--- config.mk ---
export PLATFORM = sky130hd
export DESIGN_NAME = decode_stage
export DESIGN_NICKNAME = d
export VERILOG_FILES = /design/src/rtl/decode_stage.sv
export SDC_FILE = /design/constraint.sdc
export NUM_CORES = 1
export LEC_CHECK = 0
export ABC_AREA = 1
export CORE_ASPECT_RATIO = 0.8
export CORE_MARGIN = 2
export CORE_UTILIZATION = 50
export DETAILED_ROUTE_END_ITERATION = 8
export DONT_BUFFER_PORTS = 1
export GPL_TIMING_DRIVEN = 1
export SETUP_SLACK_MARGIN = 0.5
export SYNTH_ARGS = -nofsm -noshare
export SYNTH_HDL_FRONTEND = slang
export SYNTH_SLANG_ARGS = --single-unit
--- constraint.sdc ---
create_clock -name clk -period 17.56 [get_ports clk]
set_clock_uncertainty 0.15 [all_clocks]
set_input_delay 3.512 -clock clk [delete_from_list [all_inputs] [get_ports clk]]
set_output_delay 3.512 -clock clk [all_outputs]
set_load 0.02 [all_outputs]
--- src/rtl/decode_stage.sv ---
// Decode / operand-fetch stage: IF/ID hold register, scoreboard hazard stall, ID/EX output register.
// Optional macro DECODE_BYPASS_EN forwards a same-cycle writeback into a stalled source operand.
module decode_stage (
  input  logic        clk,
  input  logic        reset,
  input  logic        in_valid,
  input  logic [31:0] in_instr,
  output logic        in_ready,
  output logic [4:0]  Ain1,
  output logic [4:0]  Ain2,
  input  logic [31:0] DOut1,
  input  logic [31:0] DOut2,
  input  logic        wb_valid,
  input  logic [4:0]  wb_addr,
  input  logic [31:0] wb_data,
  output logic        out_valid,
  input  logic        out_ready,
  output logic [5:0]  out_opcode,
  output logic [4:0]  out_dest,
  output logic        out_we,
  output logic [31:0] out_op1,
  output logic [31:0] out_op2,
  output logic [31:0] out_imm,
  output logic        out_illegal,
  output logic [15:0] stall_count
);

  localparam int DATA_W = 32;

  localparam logic [5:0] OP_RTYPE = 6'b000000;
  localparam logic [5:0] OP_LOAD  = 6'b100011;
  localparam logic [5:0] OP_STORE = 6'b101011;
  localparam logic [5:0] OP_BEQ   = 6'b000100;
  localparam logic [5:0] OP_ADDI  = 6'b001000;

  function automatic logic [DATA_W-1:0] sign_ext16(input logic [15:0] v);
    logic signed [15:0]       s;
    logic signed [DATA_W-1:0] w;
    s = signed'(v);
    w = DATA_W'(s);
    return unsigned'(w);
  endfunction

  function automatic logic [15:0] sat_inc16(input logic [15:0] v);
    return (v == 16'hFFFF) ? v : v + 16'd1;
  endfunction

  logic              held_valid;
  logic [31:0]       held_instr;
  logic [31:0]       busy, busy_nxt;
  logic [DATA_W-1:0] rd1_n, rd2_n;

  logic [5:0]        opc;
  logic [4:0]        rs, rt, rd;
  logic              use_rs, use_rt, illegal, we;
  logic [4:0]        dest_raw, dest;
  logic              src1_busy, src2_busy, byp1, byp2, hazard, advance;
  logic [DATA_W-1:0] op1_sel, op2_sel;

  assign opc  = held_instr[31:26];
  assign rs   = held_instr[25:21];
  assign rt   = held_instr[20:16];
  assign rd   = held_instr[15:11];
  assign Ain1 = rs;
  assign Ain2 = rt;

  always_comb begin
    use_rs   = 1'b0;
    use_rt   = 1'b0;
    dest_raw = 5'd0;
    illegal  = 1'b0;
    case (opc)
      OP_RTYPE: begin use_rs = 1'b1; use_rt = 1'b1; dest_raw = rd; end
      OP_LOAD:  begin use_rs = 1'b1; dest_raw = rt; end
      OP_STORE: begin use_rs = 1'b1; use_rt = 1'b1; end
      OP_BEQ:   begin use_rs = 1'b1; use_rt = 1'b1; end
      OP_ADDI:  begin use_rs = 1'b1; dest_raw = rt; end
      default:  illegal = 1'b1;
    endcase
  end

  // r0 is never a real destination, so it never enters the scoreboard
  assign we        = (dest_raw != 5'd0);
  assign dest      = we ? dest_raw : 5'd0;
  assign src1_busy = use_rs & busy[rs];
  assign src2_busy = use_rt & busy[rt];

`ifdef DECODE_BYPASS_EN
  assign byp1 = src1_busy & wb_valid & (wb_addr == rs);
  assign byp2 = src2_busy & wb_valid & (wb_addr == rt);
`else
  logic unused_wb_data;
  assign unused_wb_data = ^wb_data;
  assign byp1 = 1'b0;
  assign byp2 = 1'b0;
`endif

  assign op1_sel  = byp1 ? wb_data : rd1_n;
  assign op2_sel  = byp2 ? wb_data : rd2_n;
  assign hazard   = (src1_busy & ~byp1) | (src2_busy & ~byp2) | (we & busy[dest]);
  assign advance  = held_valid & ~hazard & (~out_valid | out_ready);
  assign in_ready = ~held_valid | advance;

  // Set after clear so an issuing writer wins over a retiring one on the same register
  always_comb begin
    busy_nxt = busy;
    if (wb_valid) busy_nxt[wb_addr] = 1'b0;
    if (advance && we) busy_nxt[dest] = 1'b1;
  end

  // Register-file read stage: operands for held_instr captured mid-cycle
  always_ff @(negedge clk) begin
    rd1_n <= DOut1;
    rd2_n <= DOut2;
  end

  // IF/ID stage
  always_ff @(posedge clk or posedge reset) begin
    if (reset) begin
      held_valid  <= 1'b0;
      held_instr  <= 32'd0;
      busy        <= 32'd0;
      stall_count <= 16'd0;
    end else begin
      if (in_valid && in_ready) begin
        held_valid <= 1'b1;
        held_instr <= in_instr;
      end else if (advance) begin
        held_valid <= 1'b0;
      end
      busy <= busy_nxt;
      if (held_valid && hazard) stall_count <= sat_inc16(stall_count);
    end
  end

  // ID/EX stage
  always_ff @(posedge clk or posedge reset) begin
    if (reset) begin
      out_valid   <= 1'b0;
      out_opcode  <= 6'd0;
      out_dest    <= 5'd0;
      out_we      <= 1'b0;
      out_op1     <= '0;
      out_op2     <= '0;
      out_imm     <= '0;
      out_illegal <= 1'b0;
    end else if (advance) begin
      out_valid   <= 1'b1;
      out_opcode  <= opc;
      out_dest    <= dest;
      out_we      <= we;
      out_op1     <= op1_sel;
      out_op2     <= op2_sel;
      out_imm     <= sign_ext16(held_instr[15:0]);
      out_illegal <= illegal;
    end else if (out_ready) begin
      out_valid   <= 1'b0;
    end
  end

endmodule

Word level (Yosys, flattened, before mapping)
Index checks and enable logic that the tools add are counted.
- add/sub/neg operators: 1
- order comparisons: 6
- eq/ne operators: 5
- muxes and demuxes: 21
- bitwise gates (word level): 16
- reduce and logical (&&, ||, !) cells: 13
- operators by type and width (cell ; count):
    $mux 32 ; 2
    $and 32x32->32 ; 1
    $not 32->32 ; 1
    $or 32x32->32 ; 1
    $lt 5x6->1 const B ; 4
    $add 16x1->16 const B ; 1
    $eq 16x16->1 const B ; 1
    $bmux 1 s5 ; 3
    $eq 6x6->1 const B ; 2
    $mux 1 ; 12
    $demux 1 s5 ; 2
    $ge 5x1->1 const B ; 2
    $pmux 5 s2 ; 1
    $eq 6x3->1 const B ; 1
    $eq 6x4->1 const B ; 1
    $logic_not 6->1 ; 1
    $and 1x1->1 ; 5
    $logic_and 1x1->1 ; 5
    $mux 5 ; 1
    $reduce_bool 5->1 ; 1
    $reduce_or 5->1 ; 1
    $not 1->1 ; 4
    $or 1x1->1 ; 4
    $reduce_bool 2->1 ; 2
    other kinds (3) ; 3
- register bits after elaboration: 239
- output and inout port bits: 137
- logic and storage cells: 76

Longest topological paths before layout
- depth after elaboration: 15
- mapped depth: 22
- depth with buffers taken out: 19

==> impl_metrics.py <==
metrics = {
    "outcome": {
        "status": "completed",
    },
    "min_path": {
        "min_path_type": "reg -> reg",
        "min_to": "held_instr[4]",
        "hold_start": "held_instr[4]",
        "holdPathStages": 2,
    },
    "synthesis": {
        "yosysMostFrequentCell": "nand2_1",
        "async_flop_share_pct": 73.2,
        "synth_top_flop_cell": "dfrtp_1",
        "yosys-top-cells-count": "482 x nand2_1, 175 x dfrtp_1, 114 x nand3_1",
        "yosys.area.top_type": "dfrtp_1",
        "syn_nets": 1348,
        "synth_cell_types": 32,
        "synth_edf_count": 0,
        "synth_area_mm2": 0.00993,
        "ys_seq_area_share_pct": 57.0,
        "ys_ff_latch": 239,
        "syn_avg_cell_area_um2": 8.21,
        "ys_warn_count": 0,
        "synth.area.top_cells": "dfrtp_1 44%, nand2_1 18%, dfxtp_1 13%",
        "syn-instance-count": 1209,
        "yosysTopAreaCellShare_pct": 44.1,
    },
    "clock_network": {
        "clk_path_buf_depth": 3,
        "ctsHoldBuffers": 0,
        "cts_setup_buffers": 0,
        "cts_tree": "yes",
        "cts_sinks": 239,
        "cts.clk_slew.worst_paths_ns": 0.06,
        "clock-root-buffer": "clkbuf_16",
        "cts_buffers": 24,
        "clk_latency_ns": 0.58,
        "htree_levels": 1,
        "cts_resized": 0,
    },
    "worst_setup_path": {
        "startpoint": "DOut2[17]",
        "crit_type": "in -> reg",
        "crit_fanout": 1,
        "cp.required_ns": 9.11,
        "worst_setup_path_end_kind": "flip-flop",
        "crit_arrival_ns": 3.51,
        "reg2reg_depth": 2,
        "crit_path_start_kind": "input pin",
        "worstReg2RegEnd": "out_op1[29]",
        "rrSetupSlack_ns": 8.01,
        "r2r-start": "op1_sel[29]",
    },
    "power_and_ir_drop": {
        "power_w": 0.00239,
        "total_leakage_power_nw": 5.74,
        "power_density_mw_per_mm2": 217,
        "peakVddDrop_uv": 149,
    },
    "placement": {
        "place_congestion": 0.910,
        "dpl.hpwl_um": 16900,
        "portBuffers": 0,
        "place_area_mm2": 0.00988,
    },
    "global_routing": {
        "antenna_found_initial": 0,
        "grt_pass1_wl_um": 39100,
        "grt.overflow.total": 0,
        "grt_max_degree": 94,
        "first_global_vias": 7115,
        "grt.total_usage_pct": 23.4,
    },
    "sta": {
        "whs_ns": 0.322,
        "setup-violations-final": 0,
        "rsz0062_at_grt": "no",
        "slew_violations": 0,
        "slew_headroom_pct": 29.7,
        "hold_viol_final": 0,
        "finalSetupTns_ns": 0,
        "worstMarginPinSlew_ns": 1.05,
    },
    "cells_and_area": {
        "nNetsFinal": 1367,
        "area_growth_pct": 10.9,
        "drive_above_1_share_pct": 5.54,
        "fillCellCount": 1792,
        "insertedDiodeCount": 0,
        "fin_area_mm2": 0.0110,
        "final-seq-area_mm2": 0.00566,
        "multi_input_comb_area_mm2": 0.00353,
    },
    "job": {
        "maxCapViolCount": 0,
    },
    "routing": {
        "vias_per_cell": 5.14,
        "drc": 0,
        "drt_iter0_markers": 937,
        "routed-via-count": 7767,
        "wl_um": 25300,
        "post_drt_wl_per_cell_um": 16.7,
        "drtPass1Iterations": 5,
        "detail-route-antenna-nets": 0,
    },
    "floorplanning": {
        "die_width_um": 162,
        "dieArea_mm2": 0.0210,
        "placementRows": 46,
        "io_pins": 275,
        "die_height_um": 130,
        "core-area_mm2": 0.0196,
        "floorplan.initialDensity_pct": 50.6,
    },
}
==> how the worst max path moves through the flow <==
stage,depth (start not counted),end
3_3_place_gp,0,op1_sel[17]
5_1_grt,0,op2_sel[17]
4_1_cts,0,op1_sel[9]
3_5_place_dp,0,op1_sel[4]
6_report,0,op2_sel[17]
2_1_floorplan,0,op1_sel[0]
==> stage by stage <==
step	instances	worst slack, ns	util, %
5_1_grt	1510	5.62	56.1
2_1_floorplan	1209	5.02	-
6_report	1510	5.60	56.1
3_5_place_dp	1403	5.02	50.3
3_3_place_gp	1403	5.02	50.3
4_1_cts	1510	5.62	56.1
==> final cells by class <==
| class | instances | area share, % |
|---|---|---|
| flip-flops and latches | 239 | 51.4 |
| clock buffers | 33 | 6.41 |
| multi-input cells | 815 | 32.1 |
| well taps | 264 | 3.00 |
| repair buffers | 6 | 0.409 |
| inverters | 78 | 2.70 |
| clock inverters | 75 | 3.95 |
==> kinds of logic (layout without fill, tap and decap cells) <==
logic type                 after synthesis  count (layout)  synth area share [%]
xor gates and xnor gates                15              15                  1.32
adders and majority gates                1               1                 0.126
and+or+nand+nor                        681             681                  27.8
buffers and inverters                  155             192                  7.40
DFF                                    239             239                  57.0
AOI/OAI and AO/OA                      118             118                  6.34
==> power breakdown <==
part | switching (W) | total [W] | internal (W)
Combinational | 0.000519 | 0.000718 | 0.000199
Clock | 0.000258 | 0.000621 | 0.000364
Sequential | 0.000327 | 0.00105 | 0.000719
Total | 0.00110 | 0.00239 | 0.00128
==> flip-flops by register name, summed over array words and instances, names as in the netlist, 5 cells and up <==
name and flops:
busy 32, held_instr 32, op1_sel 32, op2_sel 32, out_op1 32, out_op2 32, out_imm 16, stall_count 16
out_opcode 6, out_dest 5
==> placed cells by master, fill, tap and decap left out, drive strengths merged, types with 3 or more instances in the layout <==
cell type  synthesis  routed
a21oi             30      30
buf               56       6
bufinv             0       4
clkbuf            20      33
clkinv             1       6
dfrtp            175     175
dfxtp             64      64
inv               78     143
nand2            485     485
nand3            114     114
nand3b             3       3
nor2              65      65
nor3               6       6
nor4               4       4
o21ai             83      83
xnor2              6       6
xor2               9       9
==> per-layer routing <==
| metal | routed length (um) | track usage, % | vias up |
|---|---|---|---|
| met3 | 2640 | 6.71 | 36 |
| met5 | 0 | 0 | - |
| met1 | 11500 | 34.6 | 3537 |
| li1 | - | - | 3824 |
| met2 | 10600 | 33.9 | 370 |
| met4 | 565 | 6.09 | 0 |
Power figures use the tool's default switching activity.
